## src/rtl/beat_sequencer_if.sv

```systemverilog
// Bus bundle between the beat sequencer and its neighbours: word/digit timing
// pulses and operator controls in; beat, digit and status flags out.
interface beat_sequencer_if #(
    parameter int DIGIT_BITS = 5
);
    logic                  w_BO;
    logic                  w_DP;
    logic                  w_SS;
    logic                  w_KSP;
    logic                  w_STOP_INSTR;
    logic [1:0]            b_BEAT;
    logic [DIGIT_BITS-1:0] b_DIGIT;
    logic                  w_SCAN;
    logic                  w_ACTION;
    logic                  w_RUNNING;
    logic                  w_SL;
    logic                  w_CYCLE_END;

    // The sequencer itself.
    modport slave (
        input  w_BO, w_DP, w_SS, w_KSP, w_STOP_INSTR,
        output b_BEAT, b_DIGIT, w_SCAN, w_ACTION, w_RUNNING, w_SL, w_CYCLE_END
    );

    // Whatever drives timing and controls and consumes the beat outputs.
    modport master (
        output w_BO, w_DP, w_SS, w_KSP, w_STOP_INSTR,
        input  b_BEAT, b_DIGIT, w_SCAN, w_ACTION, w_RUNNING, w_SL, w_CYCLE_END
    );
endinterface

```

## src/rtl/beat_sequencer.sv

```systemverilog
// Beat sequencer: digit index within a word plus the four-beat instruction
// cycle (S1, A1, S2, A2), with stop/run switch, single-shot key and
// stop-instruction halting.
//
// state | meaning
// ------+--------------------------------------------------------------
// IDLE  | halted; waits for run switch or single-shot key press
// ARMED | start requested; waits for the next word boundary (w_BO)
// RUN   | continuous cycling; halts at end of A2 if switch is off
// SHOT  | one instruction cycle only; halts at end of A2
module beat_sequencer #(
    parameter int WORD_LENGTH = 20,
    parameter int DIGIT_BITS  = $clog2(WORD_LENGTH)
) (
    input logic              w_CLK,
    input logic              w_RST_N,
    beat_sequencer_if.slave  bus
);
    localparam logic [1:0] ST_IDLE  = 2'd0;
    localparam logic [1:0] ST_ARMED = 2'd1;
    localparam logic [1:0] ST_RUN   = 2'd2;
    localparam logic [1:0] ST_SHOT  = 2'd3;

    localparam logic [DIGIT_BITS-1:0] DIGIT_LAST = DIGIT_BITS'(WORD_LENGTH - 1);

    logic [1:0]            state;
    logic [1:0]            beat;
    logic [DIGIT_BITS-1:0] digit;
    logic                  mode_shot;
    logic                  stop_latch;
    logic                  sl;
    logic                  cycle_end;
    logic                  ksp_q;
    logic                  ksp_rise;
    logic                  running;

    assign ksp_rise = bus.w_KSP & ~ksp_q;
    assign running  = (state == ST_RUN) || (state == ST_SHOT);

    // Digit counter: cleared at the word boundary, saturates at the last digit.
    // The key history also loads during reset so a key held through reset
    // does not count as a press.
    always_ff @(posedge w_CLK) begin
        ksp_q <= bus.w_KSP;
        if (!w_RST_N) begin
            digit <= '0;
        end else if (bus.w_BO) begin
            digit <= '0;
        end else if (bus.w_DP && (digit != DIGIT_LAST)) begin
            digit <= digit + 1'b1;
        end
    end

    // Start/stop state machine and beat advance; halts only at end of A2.
    always_ff @(posedge w_CLK) begin
        if (!w_RST_N) begin
            state      <= ST_IDLE;
            beat       <= 2'd0;
            mode_shot  <= 1'b0;
            stop_latch <= 1'b0;
            sl         <= 1'b0;
            cycle_end  <= 1'b0;
        end else begin
            cycle_end <= 1'b0;
            case (state)
                ST_IDLE: begin
                    beat       <= 2'd0;
                    stop_latch <= 1'b0;
                    if (bus.w_SS) begin
                        state     <= ST_ARMED;
                        mode_shot <= 1'b0;
                    end else if (ksp_rise) begin
                        state     <= ST_ARMED;
                        mode_shot <= 1'b1;
                    end
                end
                ST_ARMED: begin
                    beat <= 2'd0;
                    // Dropping the switch before the cycle starts cancels a run request.
                    if (!mode_shot && !bus.w_SS) begin
                        state <= ST_IDLE;
                    end else if (bus.w_BO) begin
                        state <= mode_shot ? ST_SHOT : ST_RUN;
                        sl    <= 1'b0;
                    end
                end
                default: begin
                    if (bus.w_STOP_INSTR && (beat == 2'd1)) begin
                        stop_latch <= 1'b1;
                    end
                    if (bus.w_BO) begin
                        if (beat == 2'd3) begin
                            cycle_end <= 1'b1;
                            beat      <= 2'd0;
                            if (stop_latch) begin
                                state      <= ST_IDLE;
                                sl         <= 1'b1;
                                stop_latch <= 1'b0;
                            end else if (state == ST_SHOT || !bus.w_SS) begin
                                state      <= ST_IDLE;
                                stop_latch <= 1'b0;
                            end
                        end else begin
                            beat <= beat + 2'd1;
                        end
                    end
                end
            endcase
        end
    end

    assign bus.b_BEAT      = beat;
    assign bus.b_DIGIT     = digit;
    assign bus.w_RUNNING   = running;
    assign bus.w_SCAN      = running & ~beat[0];
    assign bus.w_ACTION    = running & beat[0];
    assign bus.w_SL        = sl;
    assign bus.w_CYCLE_END = cycle_end;
endmodule
```

## src/flat_wrapper.sv

```systemverilog
// flat-port wrapper written by rule: the top's interface ports become plain ports
module beat_sequencer_flat 
#(
    parameter int WORD_LENGTH = 20,
    parameter int DIGIT_BITS  = $clog2(WORD_LENGTH)
)
  (w_CLK, w_RST_N, bus_w_BO, bus_w_DP, bus_w_SS, bus_w_KSP, bus_w_STOP_INSTR, bus_b_BEAT, bus_b_DIGIT, bus_w_SCAN, bus_w_ACTION, bus_w_RUNNING, bus_w_SL, bus_w_CYCLE_END);
  beat_sequencer_if #(.DIGIT_BITS(DIGIT_BITS)) bus_i ();
  input logic w_CLK;
  input logic w_RST_N;
  input wire logic [$bits(bus_i.w_BO)-1:0] bus_w_BO;
  input wire logic [$bits(bus_i.w_DP)-1:0] bus_w_DP;
  input wire logic [$bits(bus_i.w_SS)-1:0] bus_w_SS;
  input wire logic [$bits(bus_i.w_KSP)-1:0] bus_w_KSP;
  input wire logic [$bits(bus_i.w_STOP_INSTR)-1:0] bus_w_STOP_INSTR;
  output wire logic [$bits(bus_i.b_BEAT)-1:0] bus_b_BEAT;
  output wire logic [$bits(bus_i.b_DIGIT)-1:0] bus_b_DIGIT;
  output wire logic [$bits(bus_i.w_SCAN)-1:0] bus_w_SCAN;
  output wire logic [$bits(bus_i.w_ACTION)-1:0] bus_w_ACTION;
  output wire logic [$bits(bus_i.w_RUNNING)-1:0] bus_w_RUNNING;
  output wire logic [$bits(bus_i.w_SL)-1:0] bus_w_SL;
  output wire logic [$bits(bus_i.w_CYCLE_END)-1:0] bus_w_CYCLE_END;
  assign bus_i.w_BO = bus_w_BO;
  assign bus_i.w_DP = bus_w_DP;
  assign bus_i.w_SS = bus_w_SS;
  assign bus_i.w_KSP = bus_w_KSP;
  assign bus_i.w_STOP_INSTR = bus_w_STOP_INSTR;
  assign bus_b_BEAT = bus_i.b_BEAT;
  assign bus_b_DIGIT = bus_i.b_DIGIT;
  assign bus_w_SCAN = bus_i.w_SCAN;
  assign bus_w_ACTION = bus_i.w_ACTION;
  assign bus_w_RUNNING = bus_i.w_RUNNING;
  assign bus_w_SL = bus_i.w_SL;
  assign bus_w_CYCLE_END = bus_i.w_CYCLE_END;
  beat_sequencer #(.WORD_LENGTH(WORD_LENGTH), .DIGIT_BITS(DIGIT_BITS)) u_core (.w_CLK(w_CLK), .w_RST_N(w_RST_N), .bus(bus_i));
endmodule
```

## config.mk

```make
export PLATFORM = sky130hd
export DESIGN_NAME = beat_sequencer_flat
export DESIGN_NICKNAME = d
export VERILOG_FILES = /design/src/rtl/beat_sequencer_if.sv /design/src/rtl/beat_sequencer.sv /design/src/flat_wrapper.sv
export SDC_FILE = /design/constraint.sdc
export NUM_CORES = 1
export LEC_CHECK = 0
export ABC_AREA = 1
export CAP_MARGIN = 5
export CORE_UTILIZATION = 41
export DETAILED_ROUTE_END_ITERATION = 8
export PLACE_DENSITY = 0.72
export REMOVE_ABC_BUFFERS = 1
export SKIP_LAST_GASP = 1
export SYNTH_ARGS = -nofsm -noshare
export SYNTH_HDL_FRONTEND = slang
export SYNTH_SLANG_ARGS = --single-unit
```

## constraint.sdc

```tcl
create_clock -name w_CLK -period 1.2 [get_ports w_CLK]
set_clock_uncertainty 0.05 [all_clocks]
set_input_delay 0.24 -clock w_CLK [delete_from_list [all_inputs] [get_ports w_CLK]]
set_output_delay 0.24 -clock w_CLK [all_outputs]
set_load 0.01 [all_outputs]
```

# ---- After elaboration in Yosys (flattened, before gate mapping)
# Index checks and enable logic that the tools add are counted.
dict set report classes {
  n_addsub 2
  bitwise 8
  eq_ne 9
  n_reduce_logical 20
  mux 26
}
# cell n
set op_table {}
lappend op_table {{two-way mux 2 bit} 9}
lappend op_table {{two-way mux 1 bit} 14}
lappend op_table {{AND reduction 5 bit} 2}
lappend op_table {{equality test 2 bit, second input constant} 3}
lappend op_table {{inequality test 3 x 2 -> 1 bit, second input constant} 2}
lappend op_table {{nonzero test 2 bit} 3}
lappend op_table {{nonzero test 3 bit} 2}
lappend op_table {{adder 5 x 1 -> 5 bit, second input constant} 1}
lappend op_table {{inequality test 5 bit, second input constant} 1}
lappend op_table {{NOT 1 bit} 5}
lappend op_table {{equality test 2 x 1 -> 1 bit, second input constant} 2}
lappend op_table {{case mux 1 bit (2 select lines)} 2}
lappend op_table {{case mux 2 bit (2 select lines)} 1}
lappend op_table {{nonzero test 4 bit} 1}
lappend op_table {{OR reduction 4 bit} 1}
lappend op_table {{bitwise AND 1 bit} 3}
lappend op_table {{logical AND 1 bit} 3}
lappend op_table {{OR reduction 3 bit} 1}
lappend op_table {{adder 2 x 1 -> 2 bit, second input constant} 1}
lappend op_table {{logical NOT 1 bit} 2}
lappend op_table {{logical NOT 2 bit} 1}
lappend op_table {{logical OR 1 bit} 2}
lappend op_table {{inequality test 2 bit, second input constant} 1}
lappend op_table {{AND reduction 2 bit} 1}
lappend op_table {{OR reduction 2 bit} 1}
dict set report word_totals {
  input_bits 7
  register_bits 14
  word_cells 73
  output_inout_bits 12
}

# ---- Depth between registers and ports, before layout
dict set report depth {
  depth_word 8
  depth_mapped 9
  mapped_depth_nobuf 9
}

# ---- Worst setup path after synthesis
# Ideal clock, no wire load.
dict set report synth_path {
  path_type {reg-to-reg}
  startpoint {register u_core.digit[1] (netlist: u_core.bus.b_DIGIT[1])}
  endpoint {register u_core.digit[2] (netlist: u_core.bus.b_DIGIT[2])}
  t_required_ns 1.080
  path_buffers 0
  stages_incl_launch_ff 10
  setup_slack_ns -0.036
  setup_time_ns 0.070
  synth_period_minus_slack_ns 1.236
  arrival_ns 1.117
  path_cell_list {dfxtp_1 ha_1 nand2_1 inv_1 nand2_1 nand2_1 inv_1 nand3_1 nand2_1 a21oi_1}
}
dict set report synth_via {
  elab_chain_len 2
  word_cells_on_any_way 3
  cone_classes {add/sub (1); eq/ne (1); reduce/logical (1)}
}
# element line
set synth_rtl {}
lappend synth_rtl {{from (decl)} beat_sequencer.sv:28} ;# logic [DIGIT_BITS-1:0] digit;
lappend synth_rtl {{from (signal assigned)} beat_sequencer.sv:50} ;# digit <= digit + 1'b1;
lappend synth_rtl {{parallel branches: the longest is 2 deep, another holds adder 5 x 1 -> 5 bit} n/a}
# Parallel ways; which one is timed is not known.
# A chain may end at the register's enable or synchronous reset.

# ---- Final worst setup path
dict set report layout_path {
  startpoint {register u_core.beat[0] (netlist: u_core.bus.b_BEAT[0])}
  endpoint {register u_core.state[0]}
}
dict set report layout_via {
  elab_chain_len 3
}
# element line
set layout_rtl {}
lappend layout_rtl {{from (decl)} beat_sequencer.sv:27} ;# logic [1:0] beat;
lappend layout_rtl {{from (signal assigned)} beat_sequencer.sv:104} ;# beat <= beat + 2'd1;
lappend layout_rtl {{equality test 2 bit} beat_sequencer.sv:92} ;# if (beat == 2'd3) begin
lappend layout_rtl {{nonzero test 3 bit (no line)} n/a}
lappend layout_rtl {{AND reduction 5 bit (no line)} n/a}
lappend layout_rtl {{to (signal assigned)} beat_sequencer.sv:83} ;# state <= mode_shot ? ST_SHOT : ST_RUN;
lappend layout_rtl {{to (decl)} beat_sequencer.sv:26} ;# logic [1:0] state;
# Every way passes these cells.

==> flow_summary.json <==
{
  "critPathLaunchType": "register",
  "start_util_pct": 45.3,
  "syn_inst": 98,
  "violations": "negative setup slack",
  "cp.required_ns": 1.36,
  "timing.hold.ws_ns": 0.403,
  "drive_above_1_share_pct": 36.0,
  "cts-root-buf": "clkbuf_4",
  "synthArstFlopShare_pct": 0,
  "status": "finished with violations",
  "ios": 19,
  "ys_seq_area_share_pct": 39.6,
  "maxCapViolations": 0,
  "rr_worst_depth": 9,
  "clockBufferDepth": 2,
  "ys_top_cells_by_count": "nand2_1, inv_1, dfxtp_1",
  "avgSynthCellArea_sq_um": 7.21,
  "top_layer": "met4",
  "synth_area_sq_um": 707,
  "yosys.area.top_type": "dfxtp_1",
  "synth_edf_count": 0,
  "synth_adder_area_share_pct": 5.31,
  "post-route-period-util_pct": 103,
  "synthMuxAreaShare_pct": 0,
  "antenna_found_initial": 0,
  "multi_input_area_sq_um": 392,
  "route.met3.wl_um": 88,
  "row_count": 14,
  "clk_pin_slew_ns": 0.09,
  "clkLatencyLatePin_ns": 0.28,
  "drtIter0Drc": 26,
  "ant_nets": 0,
  "die_area_sq_um": 1890,
  "diodes": 0,
  "grt_max_degree": 9,
  "slew_violations": 0,
  "route.met2.wl_um": 951,
  "cts.hold.buffers_added": 0,
  "grt_pass1_wl_mm": 2.73,
  "syn_to_final_growth_pct": 57.0,
  "finalCriticalPeriod_ns": 1.23,
  "final-seq-area_sq_um": 293,
  "grt.total_usage_pct": 19.8,
  "nFillCells": 127,
  "post_dp_cell_area_sq_um": 1010,
  "route.detailed.drc": 0,
  "synth_top_family_by_area": "simple AND/OR/NAND/NOR gates",
  "hp-class": "input port to register",
  "maxSlewHeadroom_pct": 81.8,
  "synth_xor_area_share_pct": 0,
  "die-width_um": 43.5,
  "critPathTopFamily": "flip-flops",
  "vdd_drop_max_mv": 0.730,
  "critPathKind": "register to register",
  "yosys.area_share.simple_pct": 27.4,
  "overflow": 0,
  "first_pass_iters": 4,
  "place_hpwl_mm": 1.28,
  "via_count": 780,
  "routabilityCongestion": 0.834,
  "fmax_mhz": 810,
  "endpoint_kind": "register",
  "chipHeight_um": 43.5,
  "htree_levels": 1,
  "nets": 147,
  "ys.flop_type": "dfxtp_1",
  "drt-total-wl_mm": 1.88,
  "power_density_nw_per_um2": 887,
  "path_cells": "buf_6, ha_4, nand2_4, inv_2, nand2_2, nand2_2, nand2_1, nand2_1, a21oi_1",
  "wl_per_cell_um": 12.3,
  "ys_ff_latch": 14,
  "synth_top_cell_area_share_pct": 39.6,
  "p_leak_uw": 0.000496,
  "worst-path-buf-inv": 2,
  "cts_tree": "yes",
  "post-route-cell-area_sq_um": 1110,
  "core_area_sq_um": 1560,
  "min_path_cells": 1,
  "synth_warnings": 0,
  "cts_num_sinks": 14,
  "synth_compound_area_share_pct": 15.8,
  "postLayoutCoreUtil_pct": 71.2,
  "viasPerCell": 5.13,
  "first_global_vias": 648,
  "hold_viol_final": 0,
  "setup_viol": 2,
  "synthTopCellsByArea": "dfxtp_1, nand2_1, inv_1",
  "finalWorstSetupSlack_ns": -0.0339,
  "cp_num_cells": 9,
  "crit_arrival_ns": 1.40,
  "cpMaxStageDelayCell": "dfxtp_4",
  "numCtsBuffers": 3,
  "critPathMaxStageDelay_ns": 0.37,
  "ys_types": 20,
  "tightest_slew_ns": 0.272,
  "numPortBuffers": 18,
  "rsz0062_at_grt": "yes",
  "synth.most_common_cell": "nand2_1",
  "drt-met1-wl_um": 822,
  "cp_max_fo": 5
}
-- path summary, 6_finish.rpt --
path                       endpoint  slack (ns)                 start
setup / recovery    u_core.state[0]       -0.03  u_core.bus.b_BEAT[0]
hold reg to reg   u_core.stop_latch        0.45     u_core.stop_latch
setup reg to reg    u_core.state[0]       -0.03  u_core.bus.b_BEAT[0]
hold / removal         u_core.ksp_q        0.40             bus_w_KSP
-- area by class of cell --
cell class	count	area share, %
inverter	17	5.75
tap	16	1.80
clock buffer	4	3.27
sequential	14	26.4
multi-input combinational	64	35.3
timing repair buffer	37	27.5
-- sequential cells by signal, indices dropped and copies added, names as in the netlist --
signal and cells:
u_core.stop_latch 1, u_core.bus.w_SL 1, u_core.bus.b_DIGIT 5, u_core.mode_shot 1, u_core.ksp_q 1, u_core.bus.b_BEAT 2
u_core.state 2, u_core.bus.w_CYCLE_END 1
-- layout by cell type, fill, tap and decap left out, types with 4 or more instances in the layout --
master and count:
buf_4 17, a21oi_1 9, clkdlybuf4s50_1 6, nor2_1 9, nand2_1 18, inv_1 14, dfxtp_1 8, dfxtp_2 4
nand3_1 5, clkdlybuf4s15_1 5
-- metal layers --
| metal | vias up | GRT usage, % |
|---|---|---|
| met5 | - | 0 |
| met4 | 0 | 11.3 |
| met3 | 2 | 2.92 |
| met2 | 29 | 33.3 |
| met1 | 354 | 24.1 |
| li1 | 395 | - |
-- per-stage QoR --
step	cells	setup WS, ns	setup TNS, ns	total power [uW]
after global routing	152	-0.101	-0.440	1020
after floorplan	95	-0.0364	-0.111	567
after global placement	145	-0.246	-2.02	629
final	152	-0.0339	-0.0342	985
after CTS	151	-0.149	-0.187	985
after detailed placement	145	-0.236	-2.11	633
-- logic make-up after synthesis --
kind of cell               Yosys count
and+or+nand+nor                     42
buffers and inverters               20
AOI/OAI and AO/OA                   19
DFF                                 14
adders and majority gates            3
-- power by group --
group / total [uW] / internal (uW) / switching, uW
sequential: 486 / 474 / 12.2
combinational: 146 / 71.7 / 74.7
clock: 352 / 184 / 168
total: 985 / 730 / 255
-- repair_timing --
action,4_1_cts,5_1_grt
setup buffers,2,1
endpoints found under the setup margin,21,21
gates resized for setup,35,21
pin swaps,4,6
Power figures use the tool's default switching activity.
